<file path="config.mk">
export PLATFORM = sky130hd
export DESIGN_NAME = lod_pipe_flat
export DESIGN_NICKNAME = d
export VERILOG_FILES = /design/src/rtl/lod_pkg.sv /design/src/rtl/lod_pipe_if.sv /design/src/rtl/lod_seg.sv /design/src/rtl/lod_pipe.sv /design/src/flat_wrapper.sv
export SDC_FILE = /design/constraint.sdc
export NUM_CORES = 1
export LEC_CHECK = 0
export CAP_MARGIN = 25
export CORE_ASPECT_RATIO = 1.2
export CORE_MARGIN = 1
export CORE_UTILIZATION = 66
export DETAILED_ROUTE_END_ITERATION = 8
export DONT_BUFFER_PORTS = 1
export PLACE_DENSITY = 0.8
export SLEW_MARGIN = 40
export SYNTH_ARGS = -nofsm -noshare
export SYNTH_HDL_FRONTEND = slang
export SYNTH_SLANG_ARGS = --single-unit
</file>
<file path="constraint.sdc">
create_clock -name clk -period 15.15 [get_ports clk]
set_clock_uncertainty 0.1 [all_clocks]
set_input_delay 4.545 -clock clk [delete_from_list [all_inputs] [get_ports clk]]
set_output_delay 4.545 -clock clk [all_outputs]
set_load 0.005 [all_outputs]
</file>
<file path="src/rtl/lod_pkg.sv">
// lod_pipe shared definitions: lane-mode constants, mode type,
// and the elaboration-time geometry check.
package lod_pkg;

    localparam int LOD_MODE_FULL    = 0;
    localparam int LOD_MODE_HALF    = 1;
    localparam int LOD_MODE_QUARTER = 2;

    // Wide enough for any practical log2(LANES)
    typedef logic [3:0] lod_mode_t;

    function automatic bit lod_cfg_ok(
        input int width,
        input int lanes,
        input int seg
    );
        return width == lanes * seg;
    endfunction

endpackage

</file>
<file path="src/rtl/lod_pipe_if.sv">
// Valid/ready bundle for lod_pipe: operand beat in, per-lane
// leading-zero counts and zero flags out.
interface lod_pipe_if #(
    parameter int WIDTH  = 112,
    parameter int LANES  = 4,
    parameter int POS_W  = 7,
    parameter int MODE_W = 2
);

    logic                   in_valid;
    logic                   in_ready;
    logic [WIDTH-1:0]       in_data;
    logic [MODE_W-1:0]      in_mode;
    logic                   out_valid;
    logic                   out_ready;
    logic [LANES*POS_W-1:0] out_lzc;
    logic [LANES-1:0]       out_zero;
    logic [MODE_W-1:0]      out_mode;

    modport master (
        output in_valid, in_data, in_mode, out_ready,
        input  in_ready, out_valid, out_lzc, out_zero, out_mode
    );

    modport slave (
        input  in_valid, in_data, in_mode, out_ready,
        output in_ready, out_valid, out_lzc, out_zero, out_mode
    );

endinterface

</file>
<file path="src/rtl/lod_seg.sv">
// Combinational leading-zero count of one SEG-bit segment,
// with an all-zero flag (count saturates at SEG).
module lod_seg #(
    parameter int SEG = 28,
    parameter int CW  = $clog2(SEG + 1)
) (
    input  logic [SEG-1:0] d,
    output logic [CW-1:0]  cnt,
    output logic           zero
);

    // Scan upward so the highest set bit wins
    always_comb begin
        cnt = CW'(SEG);
        for (int i = 0; i < SEG; i++) begin
            if (d[i]) cnt = CW'(SEG - 1 - i);
        end
    end

    assign zero = ~|d;

endmodule

</file>
<file path="src/rtl/lod_pipe.sv">
// Pipelined multi-precision leading-zero counter.
// Define LOD_PIPE_OUTREG_EN to add a third output register stage.
module lod_pipe
    import lod_pkg::*;
#(
    parameter int WIDTH  = 112,
    parameter int LANES  = 4,
    parameter int SEG    = WIDTH / LANES,
    parameter int POS_W  = $clog2(WIDTH + 1),
    parameter int MODE_W = ($clog2($clog2(LANES) + 1) < 1) ? 1
                         : $clog2($clog2(LANES) + 1)
) (
    input logic       clk,
    input logic       rst,
    lod_pipe_if.slave bus
);

    localparam int CW    = $clog2(SEG + 1);
    localparam int LOG_L = $clog2(LANES);
    localparam int IW    = (LANES > 1) ? $clog2(LANES) : 1;

    if (!lod_cfg_ok(WIDTH, LANES, SEG)) begin : g_cfg_err
        $error("lod_pipe: WIDTH must equal LANES*SEG");
    end

    logic [LANES-1:0][CW-1:0] seg_cnt;
    logic [LANES-1:0]         seg_zero;

    for (genvar s = 0; s < LANES; s++) begin : g_seg
        lod_seg #(.SEG(SEG)) u_seg (
            .d    (bus.in_data[s*SEG +: SEG]),
            .cnt  (seg_cnt[s]),
            .zero (seg_zero[s])
        );
    end

    lod_mode_t         req_mode;
    logic [MODE_W-1:0] eff_mode;

    // Reserved modes collapse to a single full-width lane
    always_comb begin
        req_mode = lod_mode_t'(bus.in_mode);
        if (req_mode > lod_mode_t'(LOG_L))
            req_mode = lod_mode_t'(LOD_MODE_FULL);
        eff_mode = MODE_W'(req_mode);
    end

    logic                     alive;
    logic                     s1_valid;
    logic [LANES-1:0][CW-1:0] s1_cnt;
    logic [LANES-1:0]         s1_zero;
    logic [MODE_W-1:0]        s1_mode;

    logic                     s2_valid;
    logic [LANES*POS_W-1:0]   s2_lzc;
    logic [LANES-1:0]         s2_zero;
    logic [MODE_W-1:0]        s2_mode;

    logic s1_load;
    logic s2_load;
    logic in_rdy;
    logic accept;

    logic [LANES*POS_W-1:0] cmb_lzc;
    logic [LANES-1:0]       cmb_zero;

    // Walk each lane's segments from its top segment down
    always_comb begin
        cmb_lzc  = '0;
        cmb_zero = '0;
        for (int g = 0; g < LANES; g++) begin
            int               k;
            logic             done;
            logic [POS_W-1:0] acc;
            logic [IW-1:0]    idx;
            k    = LANES >> s1_mode;
            done = 1'b0;
            acc  = '0;
            idx  = '0;
            if (g * k < LANES) begin
                for (int j = LANES - 1; j >= 0; j--) begin
                    if (j < k && !done) begin
                        idx = IW'(g * k + j);
                        if (s1_zero[idx]) begin
                            acc = acc + POS_W'(SEG);
                        end else begin
                            acc  = acc + POS_W'(s1_cnt[idx]);
                            done = 1'b1;
                        end
                    end
                end
                cmb_lzc[g*POS_W +: POS_W] = acc;
                cmb_zero[g]               = !done;
            end
        end
    end

`ifdef LOD_PIPE_OUTREG_EN
    logic                   s3_valid;
    logic [LANES*POS_W-1:0] s3_lzc;
    logic [LANES-1:0]       s3_zero;
    logic [MODE_W-1:0]      s3_mode;
    logic                   s3_load;

    assign s3_load = !s3_valid || bus.out_ready;
    assign s2_load = !s2_valid || s3_load;

    always_ff @(posedge clk or posedge rst) begin
        if (rst) begin
            s3_valid <= 1'b0;
            s3_lzc   <= '0;
            s3_zero  <= '0;
            s3_mode  <= '0;
        end else if (s3_load) begin
            s3_valid <= s2_valid;
            if (s2_valid) begin
                s3_lzc  <= s2_lzc;
                s3_zero <= s2_zero;
                s3_mode <= s2_mode;
            end
        end
    end

    assign bus.out_valid = s3_valid;
    assign bus.out_lzc   = s3_lzc;
    assign bus.out_zero  = s3_zero;
    assign bus.out_mode  = s3_mode;
`else
    assign s2_load = !s2_valid || bus.out_ready;

    assign bus.out_valid = s2_valid;
    assign bus.out_lzc   = s2_lzc;
    assign bus.out_zero  = s2_zero;
    assign bus.out_mode  = s2_mode;
`endif

    assign s1_load      = !s1_valid || s2_load;
    assign in_rdy       = alive && s1_load;
    assign accept       = bus.in_valid && in_rdy;
    assign bus.in_ready = in_rdy;

    always_ff @(posedge clk or posedge rst) begin
        if (rst) begin
            alive    <= 1'b0;
            s1_valid <= 1'b0;
            s1_cnt   <= '0;
            s1_zero  <= '0;
            s1_mode  <= '0;
            s2_valid <= 1'b0;
            s2_lzc   <= '0;
            s2_zero  <= '0;
            s2_mode  <= '0;
        end else begin
            alive <= 1'b1;
            if (s1_load) s1_valid <= accept;
            if (accept) begin
                s1_cnt  <= seg_cnt;
                s1_zero <= seg_zero;
                s1_mode <= eff_mode;
            end
            if (s2_load) s2_valid <= s1_valid;
            if (s2_load && s1_valid) begin
                s2_lzc  <= cmb_lzc;
                s2_zero <= cmb_zero;
                s2_mode <= s1_mode;
            end
        end
    end

endmodule

</file>
<file path="src/flat_wrapper.sv">
// flat-port wrapper written by rule: the top's interface ports become plain ports
module lod_pipe_flat import lod_pkg::*;
#(
    parameter int WIDTH  = 112,
    parameter int LANES  = 4,
    parameter int SEG    = WIDTH / LANES,
    parameter int POS_W  = $clog2(WIDTH + 1),
    parameter int MODE_W = ($clog2($clog2(LANES) + 1) < 1) ? 1
                         : $clog2($clog2(LANES) + 1)
)
  (clk, rst, bus_in_valid, bus_in_data, bus_in_mode, bus_out_ready, bus_in_ready, bus_out_valid, bus_out_lzc, bus_out_zero, bus_out_mode);
  lod_pipe_if #(.WIDTH(WIDTH), .LANES(LANES), .POS_W(POS_W), .MODE_W(MODE_W)) bus_i ();
  input logic clk;
  input logic rst;
  input wire logic [$bits(bus_i.in_valid)-1:0] bus_in_valid;
  input wire logic [$bits(bus_i.in_data)-1:0] bus_in_data;
  input wire logic [$bits(bus_i.in_mode)-1:0] bus_in_mode;
  input wire logic [$bits(bus_i.out_ready)-1:0] bus_out_ready;
  output wire logic [$bits(bus_i.in_ready)-1:0] bus_in_ready;
  output wire logic [$bits(bus_i.out_valid)-1:0] bus_out_valid;
  output wire logic [$bits(bus_i.out_lzc)-1:0] bus_out_lzc;
  output wire logic [$bits(bus_i.out_zero)-1:0] bus_out_zero;
  output wire logic [$bits(bus_i.out_mode)-1:0] bus_out_mode;
  assign bus_i.in_valid = bus_in_valid;
  assign bus_i.in_data = bus_in_data;
  assign bus_i.in_mode = bus_in_mode;
  assign bus_i.out_ready = bus_out_ready;
  assign bus_in_ready = bus_i.in_ready;
  assign bus_out_valid = bus_i.out_valid;
  assign bus_out_lzc = bus_i.out_lzc;
  assign bus_out_zero = bus_i.out_zero;
  assign bus_out_mode = bus_i.out_mode;
  lod_pipe #(.WIDTH(WIDTH), .LANES(LANES), .SEG(SEG), .POS_W(POS_W), .MODE_W(MODE_W)) u_core (.clk(clk), .rst(rst), .bus(bus_i));
endmodule
</file>
# After elaboration in Yosys (flattened, before gate mapping)
# Index checks and enable logic that the tools add are counted.
# W data, S select, Z words.
[word_totals]
ff_bits = 63
latch_bits = 0
ramBits = 0
mem_bits_ro = 0
inputBits = 118
output_inout_bits = 36
elab_cells = 362
memories = 0
[op_classes]
add_sub_neg = 33
mul = 1
n_div = 0
order_cmp = 20
n_eq_ne = 0
n_shift = 1
muxes = 252
n_bitwise = 0
n_reduce_logical = 43
[ops]
columns = ["cell", "n"]
rows = [
  ["$mux W5", 125],
  ["$mux W7", 40],
  ["$reduce_or A28 Y1", 4],
  ["$bmux W5 S2", 11],
  ["$lt A32 B4 Y1 const B", 3],
  ["$add A7 B5 Y7", 12],
  ["$add A7 B5 Y7 const B", 12],
  ["$lt A3 B32 Y1 const A", 2],
  ["$mux W1", 60],
  ["$lt A2 B3 Y1 const B", 12],
  ["$lt A1 B32 Y1 const A", 1],
  ["$lt A2 B32 Y1 const A", 1],
  ["$mul A3 B32 Y32 const A", 1],
  ["$shr A3 B2 Y32 const A", 1],
  ["$bmux W1 S2", 11],
  ["$logic_not A1 Y1", 22],
  ["$logic_and A1 B1 Y1", 15],
  ["$add A2 B2 Y2 const B", 6],
  ["$mux W3", 4],
  ["$add A2 B1 Y2 const B", 3],
  ["$gt A2 B2 Y1 const B", 1],
  ["$logic_or A1 B1 Y1", 2],
  ["$mux W2", 1],
]

# Depth between registers and ports, before layout
[depth]
depth_word = 28
ltp_mapped = 28
mapped_depth_nobuf = 27

# Cells and area by module
# A second synthesis with hierarchy kept.
[unflattened]
cells_unflattened = 1108
hier_area_um2 = 8933.6
[by_module_without_submodules]
columns = ["mod", "n_inst", "cells_per_inst", "area_each_um2", "seq_area_each_um2"]
rows = [
  ["lod_pipe", 1, 868, 7607.3, 1576.5],
  ["lod_seg", 4, 60, 331.6, 0.0],
]

# Worst setup path after synthesis
# No wires, ideal clock.
[synth_timing]
kind = "input to output"
start = "in bus_out_ready"
end = "out bus_in_ready"
t_arrival_ps = 4879
required_time_ps = 10505
setup_slack_ps = 5626
cell_stages = 2
path_buffers = 0
cell_sequence = "nand3b_1 > and2_1"
[synth_via]
elab_chain_cells = 3
[synth_rtl]
columns = ["item", "line", "rtl"]
rows = [
  ["from (decl)", "flat_wrapper.sv:18", "input wire logic [$bits(bus_i.out_ready)-1:0] bus_out_ready;"],
  ["$logic_or A1 B1 Y1", "lod_pipe.sv:129", "assign s2_load = !s2_valid || bus.out_ready;"],
  ["$logic_or A1 B1 Y1", "lod_pipe.sv:137", "assign s1_load = !s1_valid || s2_load;"],
  ["$logic_and A1 B1 Y1", "lod_pipe.sv:138", "assign in_rdy = alive && s1_load;"],
  ["to (decl)", "flat_wrapper.sv:19", "output wire logic [$bits(bus_i.in_ready)-1:0] bus_in_ready;"],
]
# No other way between the ends.

# Worst setup path after layout
# Same ends and word-level chain as after synthesis.

==> results by group <==
Min path
  – Hold endpoint: u_core.bus.out_lzc[19]
  – HP Start: u_core.bus.out_lzc[19]
  – Min-delay worst type: flip-flop to flip-flop
  – Worst Hold Depth: 2

Pwr
  – Maximum VDD drop: between 0.00004 and 0.00005 V
  – Leak Pwr: about 4.2 nW
  – Power Density: just under 90 mW/mm2
  – Tot Pwr: about 0.00074 W

Detailed routing
  – DR vias: slightly below 8000
  – Drt total wl: around 21000 um
  – Pre-Repair DR Iteration Count: 5
  – DR DRC count: 0
  – Routed WL per cell: 17.0 um
  – Initial DRC Count: ~520
  – Final ANT Viol Nets: 0
  – Vias per cell: ~6.3

CTS
  – TritonCTS clock tree: done
  – CTS Hold Bufs: 0
  – Root buf cell: clkbuf_16
  – H-tree depth: 3
  – Number of CTS-inserted buffers: 9
  – CTS Buffer Depth: 2
  – Clk Latency, worst-skew pair: 0.35 ns
  – Clock transition at path regs: 0.06 ns
  – PostCTS Resize Cnt: 0
  – CTS Sinks: 63
  – Postcts setup bufs: 0

Final layout
  – Fin cells: 1239
  – Nets@finish: approximately 1300
  – P&R area growth vs syn: 5.04%
  – Layout cells sized above 1: 0.0547
  – Commonest non-fill, non-tap cells in the layout: 129 x nand2_1, 123 x nor2_1, 102 x a21oi_1
  – Commonest non-fill, non-tap cell in the layout: nand2_1
  – Diode count: 0

Logic synthesis
  – Cells taking the most area after synthesis: dfrtp_1 19%, ha_1 12%, a21oi_1 6.3%
  – Synth top area share: 0.194
  – Area leader, netlist: dfrtp_1
  – Syn_nets: about 1300
  – Synthesized area: ~0.008 mm2
  – Synth cell types: around 70
  – Async SR Flop Fraction: 1.00
  – Avg Cell Area, Syn: approximately 7.4 um2
  – Warnings, synthesis: 0
  – Mapped Cells: around 1100
  – Most common flop cell mapped by yosys: dfrtp_1
  – EDFF count, synth: 0
  – Sequential share of the synthesized area: 0.194
  – Post-synthesis sequential element count: 63

STA
  – Final Slew Violations: 0
  – Period minus WS final: roughly 9.6 ns
  – Slew @ Worst Pin: approximately 0.77 ns
  – RSZ-0062 raised after global routing: no
  – Max Fclk: about 100 MHz
  – Max-slew headroom: 0.489
  – Final setup vio count: 0
  – Final hold violations: 0
  – Setup Total Neg Slack: 0 ns
  – Final Cycle Share: 0.632

Floorplan
  – Core region area: between 0.01 and 0.015 mm2
  – I/O pins: roughly 150
  – Initial core utilization: 0.674
  – Die height: about 120 um
  – Number of core rows: 44
  – Chip width: 103 um
  – Die area: roughly 0.013 mm2

Global route
  – Initial antenna violation count: 0
  – First-pass GRT wire length: roughly 33000 um
  – Largest net degree at the start of global routing: 64
  – Vias in the first global route: between 7000 and 8000
  – Grt ovf: 0
  – Tot GR Track Use: 0.338

Critical path
  – Critical path class: primary input to output port
  – Crit-path leading delay family: simple AND/OR/NAND/NOR gates
  – Worst Setup End Kind: output port
  – WP buf/inv: 0
  – Max stage delay on crit path: approximately 0.21 ns
  – CP Data Required Time: around 11 ns
  – CP max stage cell: and2_1
  – Reg-to-reg slack, setup: 9.04 ns
  – Critical register-to-register path startpoint: u_core.s1_mode[0]
  – Reg2reg end: u_core.bus.out_lzc[11]
  – CP max FO: 3
  – Ordered list of cells on the worst path: nand3b_1, and2_1
  – WP data arrival: 4.93 ns
  – Worst r2r path cells: 24
  – CP Launch Type: primary input

Status
  – Status: complete, no violations

Placed design
  – Port Buf Inserts: 0
  – Placed cell count: 1223
  – Post-DP HPWL: about 16000 um
  – GP Congestion: ~0.97

Flow run
  – Number of max-cap violations: 0
-- cell type report --
class                      count  area, um2
clock inverter                 7       72.6
fill                        1038       3520
multi-input combinational    902       6050
tap                          161        201
timing repair buffer           9       71.3
clock buffer                   9        225
sequential                    63       1580
inverter                      88        330
-- sequential cells by signal, summed over array words and instances, names as in the netlist --
| signal | cells |
|---|---|
| u_core.bus.out_mode | 2 |
| u_core.s1_cnt | 20 |
| u_core.bus.out_lzc | 28 |
| u_core.bus.out_zero | 4 |
| u_core.s1_zero | 4 |
| u_core.s1_mode | 2 |
| u_core.bus.out_valid | 1 |
| u_core.alive | 1 |
| u_core.s1_valid | 1 |
-- metrics by stage --
stage / hold WS, ns / instance area (um2) / util / setup WS [ns]
6_report: 0.398 / 8530 / 0.708 / 5.57
5_1_grt: 0.424 / 8530 / 0.708 / 5.54
4_1_cts: 0.400 / 8530 / 0.707 / 5.58
3_5_place_dp: 0.386 / 8230 / 0.682 / 5.58
3_3_place_gp: 0.384 / 8230 / 0.682 / 5.59
2_1_floorplan: 0.357 / 8120 / - / 5.63
-- where the power goes --
group	switching, W	leakage [nW]	internal [W]	total (W)
combinational	0.000187	3.23	0.000128	0.000315
sequential	0.0000241	0.849	0.000191	0.000215
clock	0.0000834	0.142	0.000127	0.000211
total	0.000294	4.22	0.000446	0.000740
-- cell families after synthesis --
kind of cell	share of synthesized area
compound gates	0.265
xor+xnor	0.0388
fa+ha+maj	0.150
buf+inv	0.0608
mux	0.0670
other cells	0.000462
simple gates	0.224
flops	0.194
-- worst max-delay path by stage --
stage / from / endpoint / slack (ns) / depth (start not counted)
floorplan: bus_out_ready / bus_in_ready / 5.63 / 2
global placement: bus_out_ready / bus_in_ready / 5.59 / 2
detailed placement: bus_out_ready / bus_in_ready / 5.58 / 2
CTS: bus_out_ready / bus_in_ready / 5.58 / 2
global route: bus_out_ready / bus_in_ready / 5.54 / 2
finish: bus_out_ready / bus_in_ready / 5.57 / 2
-- Yosys cell counts, types with 4 or more instances --
library cell / n
nor3b_1: 5
nand4_1: 8
dfrtp_1: 63
o22ai_1: 6
o21ai_0: 77
clkbuf_1: 24
mux2i_1: 24
nand3_1: 13
nor2_1: 123
o21a_1: 9
o221ai_1: 4
a31oi_1: 10
o31ai_1: 23
nor2b_1: 22
or4_1: 4
o21bai_1: 15
buf_2: 11
nand2b_1: 11
fa_1: 12
nor3_1: 27
o41ai_1: 5
nand3b_1: 5
nor4_1: 9
xnor2_1: 28
xor2_1: 8
a22o_1: 4
o21ai_1: 5
o31a_1: 4
o211ai_1: 4
nand2_1: 130
a21oi_1: 102
inv_1: 86
and2_1: 21
mux4_2: 10
ha_1: 78
mux2_2: 7
a211oi_1: 15
a21o_1: 32
-- metal layers --
layer  wire, um  part of all wire  vias to the layer above  global-route usage
li1           -                 -                     3855                   -
met5          0                 0                        -                   0
met3       1250             0.060                       82              0.0627
met1       8500              0.40                     3628               0.385
met2      10100              0.48                      297               0.581
met4       1180             0.056                        0               0.206
Note: power is estimated with default switching activity, not from simulation.
